## config.mk

```make
export PLATFORM = sky130hd
export DESIGN_NAME = leaf_stream_unpacker
export DESIGN_NICKNAME = d
export VERILOG_FILES = /design/src/rtl/leaf_pkt_pkg.sv /design/src/rtl/leaf_port_fifo.sv /design/src/rtl/leaf_stream_unpacker.sv
export SDC_FILE = /design/constraint.sdc
export NUM_CORES = 2
export LEC_CHECK = 0
export ABC_CLOCK_PERIOD_IN_PS = 8600
export BUFFER_PORTS_ARGS = -buffer_cell sky130_fd_sc_hd__buf_4
export CORE_ASPECT_RATIO = 0.7
export CORE_MARGIN = 1.5
export CORE_UTILIZATION = 40
export DETAILED_ROUTE_END_ITERATION = 7
export PLACE_DENSITY = 0.55
export SETUP_SLACK_MARGIN = 0.1
export SYNTH_ARGS = -nofsm -noshare
export SYNTH_HDL_FRONTEND = slang
export SYNTH_HIERARCHICAL = 1
export SYNTH_SLANG_ARGS = --single-unit
```

## constraint.sdc

```tcl
create_clock -name clk -period 8.6 [get_ports clk]
set_input_delay 0.43 -clock clk [delete_from_list [all_inputs] [get_ports clk]]
set_output_delay 0.43 -clock clk [all_outputs]
set_load 0.01 [all_outputs]
```

## src/rtl/leaf_pkt_pkg.sv

```systemverilog
// BFT packet layout shared by the leaf-side stream unpacker.
package leaf_pkt_pkg;

  localparam int PKT_W       = 49;
  localparam int VALID_B     = 48;
  localparam int DEST_LSB    = 43;
  localparam int DEST_W      = 5;
  localparam int PORT_LSB    = 39;
  localparam int PORT_W      = 4;
  localparam int RSVD_LSB    = 32;
  localparam int RSVD_W      = 7;
  localparam int PAY_LSB     = 0;
  localparam int PAY_W       = 32;

  // Config packets travel on port 0; payload carries target port index and source address.
  localparam int CFG_PORT    = 0;
  localparam int CFG_IDX_LSB = 8;
  localparam int CFG_IDX_W   = 4;
  localparam int CFG_SRC_LSB = 0;

  typedef logic [PKT_W-1:0] pkt_t;

  function automatic pkt_t pack_credit(input logic [DEST_W-1:0] dest,
                                       input logic [PORT_W-1:0] port,
                                       input logic [PAY_W-1:0]  count);
    pkt_t pkt;
    pkt                          = '0;
    pkt[VALID_B]                 = 1'b1;
    pkt[DEST_LSB +: DEST_W]      = dest;
    pkt[PORT_LSB +: PORT_W]      = port;
    pkt[PAY_LSB +: PAY_W]        = count;
    return pkt;
  endfunction

endpackage

```

## src/rtl/leaf_port_fifo.sv

```systemverilog
// Synchronous first-word-fall-through FIFO; a push into a full FIFO is taken when a pop
// frees a slot in the same cycle.
module leaf_port_fifo #(
  parameter int DEPTH = 16,
  parameter int WIDTH = 32
) (
  input  logic             clk,
  input  logic             reset,
  input  logic             push,
  input  logic             pop,
  input  logic [WIDTH-1:0] din,
  output logic [WIDTH-1:0] dout,
  output logic             full,
  output logic             empty
);

  localparam int AW = $clog2(DEPTH);

  logic [WIDTH-1:0] mem [DEPTH];
  logic [AW-1:0]    wr_ptr;
  logic [AW-1:0]    rd_ptr;
  logic [AW:0]      count;
  logic             do_push;
  logic             do_pop;

  assign empty   = (count == '0);
  assign full    = (count == (AW+1)'(DEPTH));
  assign do_pop  = pop && !empty;
  assign do_push = push && (!full || do_pop);
  assign dout    = mem[rd_ptr];

  // Storage array: written on accepted push, no reset needed.
  always_ff @(posedge clk) begin
    if (do_push) mem[wr_ptr] <= din;
  end

  // Pointer and occupancy bookkeeping.
  always_ff @(posedge clk) begin
    if (!reset) begin
      wr_ptr <= '0;
      rd_ptr <= '0;
      count  <= '0;
    end else begin
      if (do_push) wr_ptr <= wr_ptr + 1'b1;
      if (do_pop)  rd_ptr <= rd_ptr + 1'b1;
      if (do_push && !do_pop)      count <= count + 1'b1;
      else if (!do_push && do_pop) count <= count - 1'b1;
    end
  end

endmodule

```

## src/rtl/leaf_stream_unpacker.sv

```systemverilog
// Demuxes BFT packets into per-port FWFT streams and returns round-robin credit packets
// to each stream's upstream leaf.
module leaf_stream_unpacker
  import leaf_pkt_pkg::*;
#(
  parameter int NUM_PORTS    = 4,
  parameter int FIFO_DEPTH   = 16,
  parameter int CREDIT_BATCH = 4,
  parameter int DATA_W       = 32
) (
  input  logic                        clk,
  input  logic                        reset,
  input  logic                        ap_start,
  input  logic                        resend,
  input  logic [PKT_W-1:0]            din_leaf_bft2interface,
  output logic [PKT_W-1:0]            dout_leaf_interface2bft,
  output logic [NUM_PORTS*DATA_W-1:0] m_tdata,
  output logic [NUM_PORTS-1:0]        m_tvalid,
  input  logic [NUM_PORTS-1:0]        m_tready,
  output logic [NUM_PORTS-1:0]        overflow
);

  localparam int CNT_W = $clog2(FIFO_DEPTH) + 1;
  localparam int RR_W  = (NUM_PORTS > 1) ? $clog2(NUM_PORTS) : 1;
  localparam logic [CNT_W-1:0] CNT_MAX = '1;
  localparam logic [CNT_W-1:0] BATCH   = CNT_W'(CREDIT_BATCH);

  logic              pkt_v;
  logic [PORT_W-1:0] pkt_port;
  logic [PAY_W-1:0]  pkt_pay;
  logic              unused_fields;

  logic [NUM_PORTS-1:0] pop;
  logic [NUM_PORTS-1:0] elig;
  logic [NUM_PORTS-1:0] sel_hit;
  logic [NUM_PORTS-1:0] cfg_pend;
  logic [CNT_W-1:0]     pend     [NUM_PORTS];
  logic [DEST_W-1:0]    src_addr [NUM_PORTS];

  logic            flush_req;
  logic            found;
  logic [RR_W-1:0] sel;
  logic [RR_W-1:0] rr_ptr;

  assign pkt_v         = din_leaf_bft2interface[VALID_B] & ap_start;
  assign pkt_port      = din_leaf_bft2interface[PORT_LSB +: PORT_W];
  assign pkt_pay       = din_leaf_bft2interface[PAY_LSB +: PAY_W];
  assign unused_fields = ^{din_leaf_bft2interface[DEST_LSB +: DEST_W],
                           din_leaf_bft2interface[RSVD_LSB +: RSVD_W]};

  for (genvar p = 0; p < NUM_PORTS; p++) begin : g_port
    logic              push;
    logic              full;
    logic              empty;
    logic              cfg_hit;
    logic              ovf_q;
    logic              cfg_q;
    logic [DEST_W-1:0] src_q;
    logic [CNT_W-1:0]  pend_q;

    assign push    = pkt_v && (pkt_port == PORT_W'(p + 1));
    assign cfg_hit = pkt_v && (pkt_port == PORT_W'(CFG_PORT)) &&
                     (pkt_pay[CFG_IDX_LSB +: CFG_IDX_W] == CFG_IDX_W'(p + 1));

    leaf_port_fifo #(
      .DEPTH (FIFO_DEPTH),
      .WIDTH (DATA_W)
    ) u_fifo (
      .clk   (clk),
      .reset (reset),
      .push  (push),
      .pop   (pop[p]),
      .din   (pkt_pay[DATA_W-1:0]),
      .dout  (m_tdata[p*DATA_W +: DATA_W]),
      .full  (full),
      .empty (empty)
    );

    assign m_tvalid[p] = ~empty;
    assign pop[p]      = m_tvalid[p] & m_tready[p];
    assign overflow[p] = ovf_q;
    assign src_addr[p] = src_q;
    assign pend[p]     = pend_q;
    assign cfg_pend[p] = cfg_q && (pend_q != '0);
    assign elig[p]     = cfg_q && ((pend_q >= BATCH) || (flush_req && (pend_q != '0)));
    assign sel_hit[p]  = found && (sel == RR_W'(p));

    // Sticky drop flag: push to a full FIFO with no pop to make room.
    always_ff @(posedge clk) begin
      if (!reset)                        ovf_q <= 1'b0;
      else if (push && full && !pop[p])  ovf_q <= 1'b1;
    end

    // Upstream source address for this port's credits, learned from config packets.
    always_ff @(posedge clk) begin
      if (!reset) begin
        cfg_q <= 1'b0;
        src_q <= '0;
      end else if (cfg_hit) begin
        cfg_q <= 1'b1;
        src_q <= pkt_pay[CFG_SRC_LSB +: DEST_W];
      end
    end

    // Pending credit count: a pop coinciding with emission starts the next batch at 1.
    always_ff @(posedge clk) begin
      if (!reset)                             pend_q <= '0;
      else if (sel_hit[p])                    pend_q <= pop[p] ? CNT_W'(1) : '0;
      else if (pop[p] && (pend_q != CNT_MAX)) pend_q <= pend_q + 1'b1;
    end
  end

  // Round-robin pick of the first eligible port at or after the pointer.
  always_comb begin
    found = 1'b0;
    sel   = '0;
    for (int unsigned k = 0; k < NUM_PORTS; k++) begin
      if (!found && elig[RR_W'((32'(rr_ptr) + k) % NUM_PORTS)]) begin
        found = 1'b1;
        sel   = RR_W'((32'(rr_ptr) + k) % NUM_PORTS);
      end
    end
  end

  // Registered credit packet output and pointer advance past the served port.
  always_ff @(posedge clk) begin
    if (!reset) begin
      dout_leaf_interface2bft <= '0;
      rr_ptr                  <= '0;
    end else if (found) begin
      dout_leaf_interface2bft <= pack_credit(src_addr[sel], PORT_W'(sel) + PORT_W'(1),
                                             PAY_W'(pend[sel]));
      rr_ptr                  <= (sel == RR_W'(NUM_PORTS - 1)) ? '0 : sel + 1'b1;
    end else begin
      dout_leaf_interface2bft <= '0;
    end
  end

  // Flush request: held until no configured port has credit left to return.
  always_ff @(posedge clk) begin
    if (!reset)          flush_req <= 1'b0;
    else if (flush_req) begin
      if (cfg_pend == '0) flush_req <= 1'b0;
    end else if (resend) flush_req <= 1'b1;
  end

endmodule

```

==> results <==
- The final critical delay including setup and external delays is 4.59 ns.
- Once routing completed, OpenROAD measured the worst setup slack at 4.01 ns.
- In this design, the stage delay of the slowest critical-path cell is 0.85 ns.
- Of all nets on the critical path, the largest fanout is between 60 and 70.
- The clock arrives with 0.0339 ns of skew.
- The clock transition time at the flip-flop clock pins of the worst setup and hold paths is 0.06 ns.
- The maximum count of clock buffers along a single path is 4.
- STA classifies the critical path startpoint as a flop.
- The max-slew violation count is 0.
- The number of different library cells in the post-synthesis netlist is 62.
- Counting the fill cells in the layout gives 17507.
- The post-synthesis cell area is 83800 sq um.
- The number of max-cap violations is 0.
- The pin count of the biggest net entering global routing is between 90 and 100.
- The number of placed I/O pins is 242.
- After clock tree synthesis, the setup repair step added 0 buffers.
- Before CTS, the worst setup slack after placement is 4.46 ns.
- The total count of hold-check failures in the final report is 0.
- STA classifies the critical path endpoint as an output pin.
- The worst min-delay path category is input pin to flop.
- The final weighted congestion in routability-driven placement is between 0.7 and 0.8.
- The via count of the first global-routing pass is 40210.
- The initial antenna violation count came to 12.
- The first global-routing pass estimated 284000 um of wire.
- The dominant cell type by count on the critical path is buf_4.
- The routed layout has roughly 40000 vias.
- The signal on the critical path passes through buf_4 > buf_4 > mux4_2 > a22oi_1 > nand2_1 > buf_4.
- The startpoint identified for the worst hold timing path is din_leaf_bft2interface[10].
- For this run, the number of Yosys warnings is 6.
- After detailed routing, the number of vias per cell comes to between 5 and 6.
- By area the synthesized netlist is led by edfxtp_1 (73%), mux4_2 (14%), dfxtp_1 (3.2%), a22oi_1 (2.3%), nand2_1 (0.83%).
- In the finished design, the share of the clock period the worst path needs comes to 0.533.
- At the pin with the least slew margin, the transition time is around 1.2 ns.
- The clock net in this run drives a total of 2181 sinks.
- The detailed router finished its first iteration with 4342 violations.
- The insertion delay to the later sink of the worst-skew pair is 0.83 ns.
- The area overhead of the layout relative to synthesis is 13.6%.
- The total overflow left after global routing is 0.
- The cell row count is 140.
- The ratio of total power to cell area is 217 nW/um^2.
- The area share of the largest cell type after synthesis is 0.734.
- Based on the critical path, the design can be clocked at up to 0.218 GHz.
- TritonCTS built the clock tree.
- The detailed-route wire length is ~200000 um.
- The analysis attributes to cell leakage a power of roughly 0.03 uW.
- The count of buffers added on input and output ports is between 150 and 200.
- The master cell of the clock root buffer is clkbuf_16.
- In this run, synthesis produced a sequential element count of 2181.
- The library cell with the largest summed area after synthesis is edfxtp_1.
- After legalization and detailed placement, the total HPWL measured 99700 um.
- In the final timing run, aggregate negative setup slack is 0 ns.
- The commonest cells after synthesis are edfxtp_1 (2048), mux4_2 (512), a22oi_1 (257).
- The aggregate global-route resource usage is 0.185.
- The first detailed-routing pass ran for 5 iterations.
- By startpoint and endpoint, the worst setup path is classified as flop to output pin.
- The number of routed nets with antenna violations is 0.
- Synthesis produced slightly below 4000 cells.
- The total DRC errors in the routed layout is 0.
- Data on the critical path is required at its endpoint by around 8.2 ns.
- The primary flip-flop cell chosen by synthesis mapping is edfxtp_1.
- Setup repair after global routing left no endpoint under its margin.
- The flow ran to the end, and the final reports show no timing, DRC or antenna violations.
- Measured along the y axis, the die boundary spans 386 um.
- For this design, the slowest cell found on the critical path is buf_4.
- Across the VDD grid, the largest voltage drop is 0.172 mV.
- The core region is 208000 sq um.
- In the final routed layout, each cell accounts on average for between 20 and 30 um.
- The final net count is around 4400.
- The synthesized design contains between 2000 and 2500 enable-type register cells.
- The number of clock buffers inserted by TritonCTS is 207.
- The worst pin sits at a relative slew slack of 0.171.
- The depth of the CTS H-tree is 4.
- The initial standard-cell utilization of the core is 0.403.
- At the worst endpoint, the arrival time is 4.16 ns.
- The mean area per synthesized cell is between 20 and 25 sq um.
- The horizontal die dimension is 550 um.
- Of the synthesized area, sequential elements account for 0.766.
- The fraction of layout instances using a drive strength above 1 is 0.271.
- The dominant cell by count in the synthesized netlist is edfxtp_1.
- The fraction of registers with async set or reset after synthesis is 0.
- Setup violations remaining at the end of the flow were counted as 0.
- The worst register-to-register path begins at g_port[2].u_fifo/count[0]$_SDFFE_PN0P_.
- The overall die area is 212000 sq um.
==> final cells by class <==
class                   count  area [sq um]  area share
flip-flops and latches   2181         64200       0.674
multi-input cells        1534         18900       0.198
clock buffers             273          5590      0.0587
well taps                2769          3460      0.0364
repair buffers            290          2190      0.0231
clock inverters            95           714     0.00751
inverters                  44           165     0.00174
diodes                      4          10.0    0.000105
==> cells by family after synthesis <==
kind of cell,Yosys count,share of synthesized area
buf+inv,289,0.0166
flops,2181,0.766
compound gates,382,0.0348
fa+ha+maj,56,0.00872
other cells,1,0.0000448
mux,565,0.144
xor+xnor,31,0.00324
simple gates,465,0.0269
==> repair_timing <==
item	CTS	global route
endpoints found under the hold margin	15	0
gates resized for setup	0	0
hold buffers	2	0
==> state kept, by name, indices dropped and copies added, names as in the netlist, named ones only <==
register and flops:
g_port.u_fifo/mem 2048, g_port.u_fifo/wr_ptr 16, rr_ptr 2, g_port.u_fifo/count 20
flush_req 1, g_port.u_fifo/rd_ptr 16, g_port.cfg_q 4, g_port.pend_q 20
dout_leaf_interface2bft 14, g_port.src_q 20, g_port.ovf_q 4
==> report_power, final <==
part | switching, uW | internal [uW]
Combinational | 267 | 75.4
Sequential | 10.2 | 11600
Clock | 3810 | 4870
Total | 4090 | 16500
==> stage by stage <==
step | hold WS (ns) | total power [uW] | area (sq um) | instances | utilization
after floorplan | 0.456 | 12000 | 83900 | 4004 | -
after global placement | 0.482 | 12200 | 88900 | 6816 | 0.427
after detailed placement | 0.489 | 12200 | 88900 | 6816 | 0.427
after CTS | 0.0196 | 20800 | 95200 | 7186 | 0.457
after global routing | 0.0380 | 21300 | 95200 | 7187 | 0.457
final | 0.0725 | 20600 | 95200 | 7190 | 0.457
==> placed cells by master, fill, tap and decap left out, drive strengths merged, types with 26 or more instances in the layout <==
| master | n |
|---|---|
| a22oi | 257 |
| and2 | 37 |
| buf | 288 |
| clkbuf | 273 |
| clkinv | 80 |
| conb | 35 |
| dfxtp | 133 |
| edfxtp | 2048 |
| ha | 52 |
| inv | 45 |
| mux2i | 53 |
| mux4 | 512 |
| nand2 | 185 |
| nand3 | 39 |
| nor2 | 72 |
| nor2b | 45 |
| nor3 | 29 |
| o21ai | 26 |
==> critical path: cells and delay by family, from the launching register on <==
family / cells / cell delay, ns
compound gates: 1 / 0.34
buf+inv: 3 / 1.81
flops: 1 / 0.43
mux: 1 / 0.41
simple gates: 1 / 0.27
==> worst paths after layout <==
kind | to | slack [ns] | cells after the start
worst max-delay path | m_tdata[67] | 4.01 | 6
worst min-delay path | g_port[3].u_fifo/mem[5][10]$_DFFE_PP_ | 0.07 | 1
worst max register to register | g_port[2].u_fifo/count[3]$_SDFFE_PN0P_ | 4.59 | 13
worst min register to register | g_port[2].cfg_q$_SDFFE_PN0P_ | 0.49 | 2
==> per-layer routing <==
layer / up-vias / global-route usage / wire length (um)
met5: - / 0 / 0
met4: 0 / 0.0416 / 3780
met3: 232 / 0.0283 / 12900
met2: 1157 / 0.283 / 89800
met1: 21350 / 0.279 / 90500
li1: 16969 / - / -
Note: power is estimated with default switching activity, not from simulation.
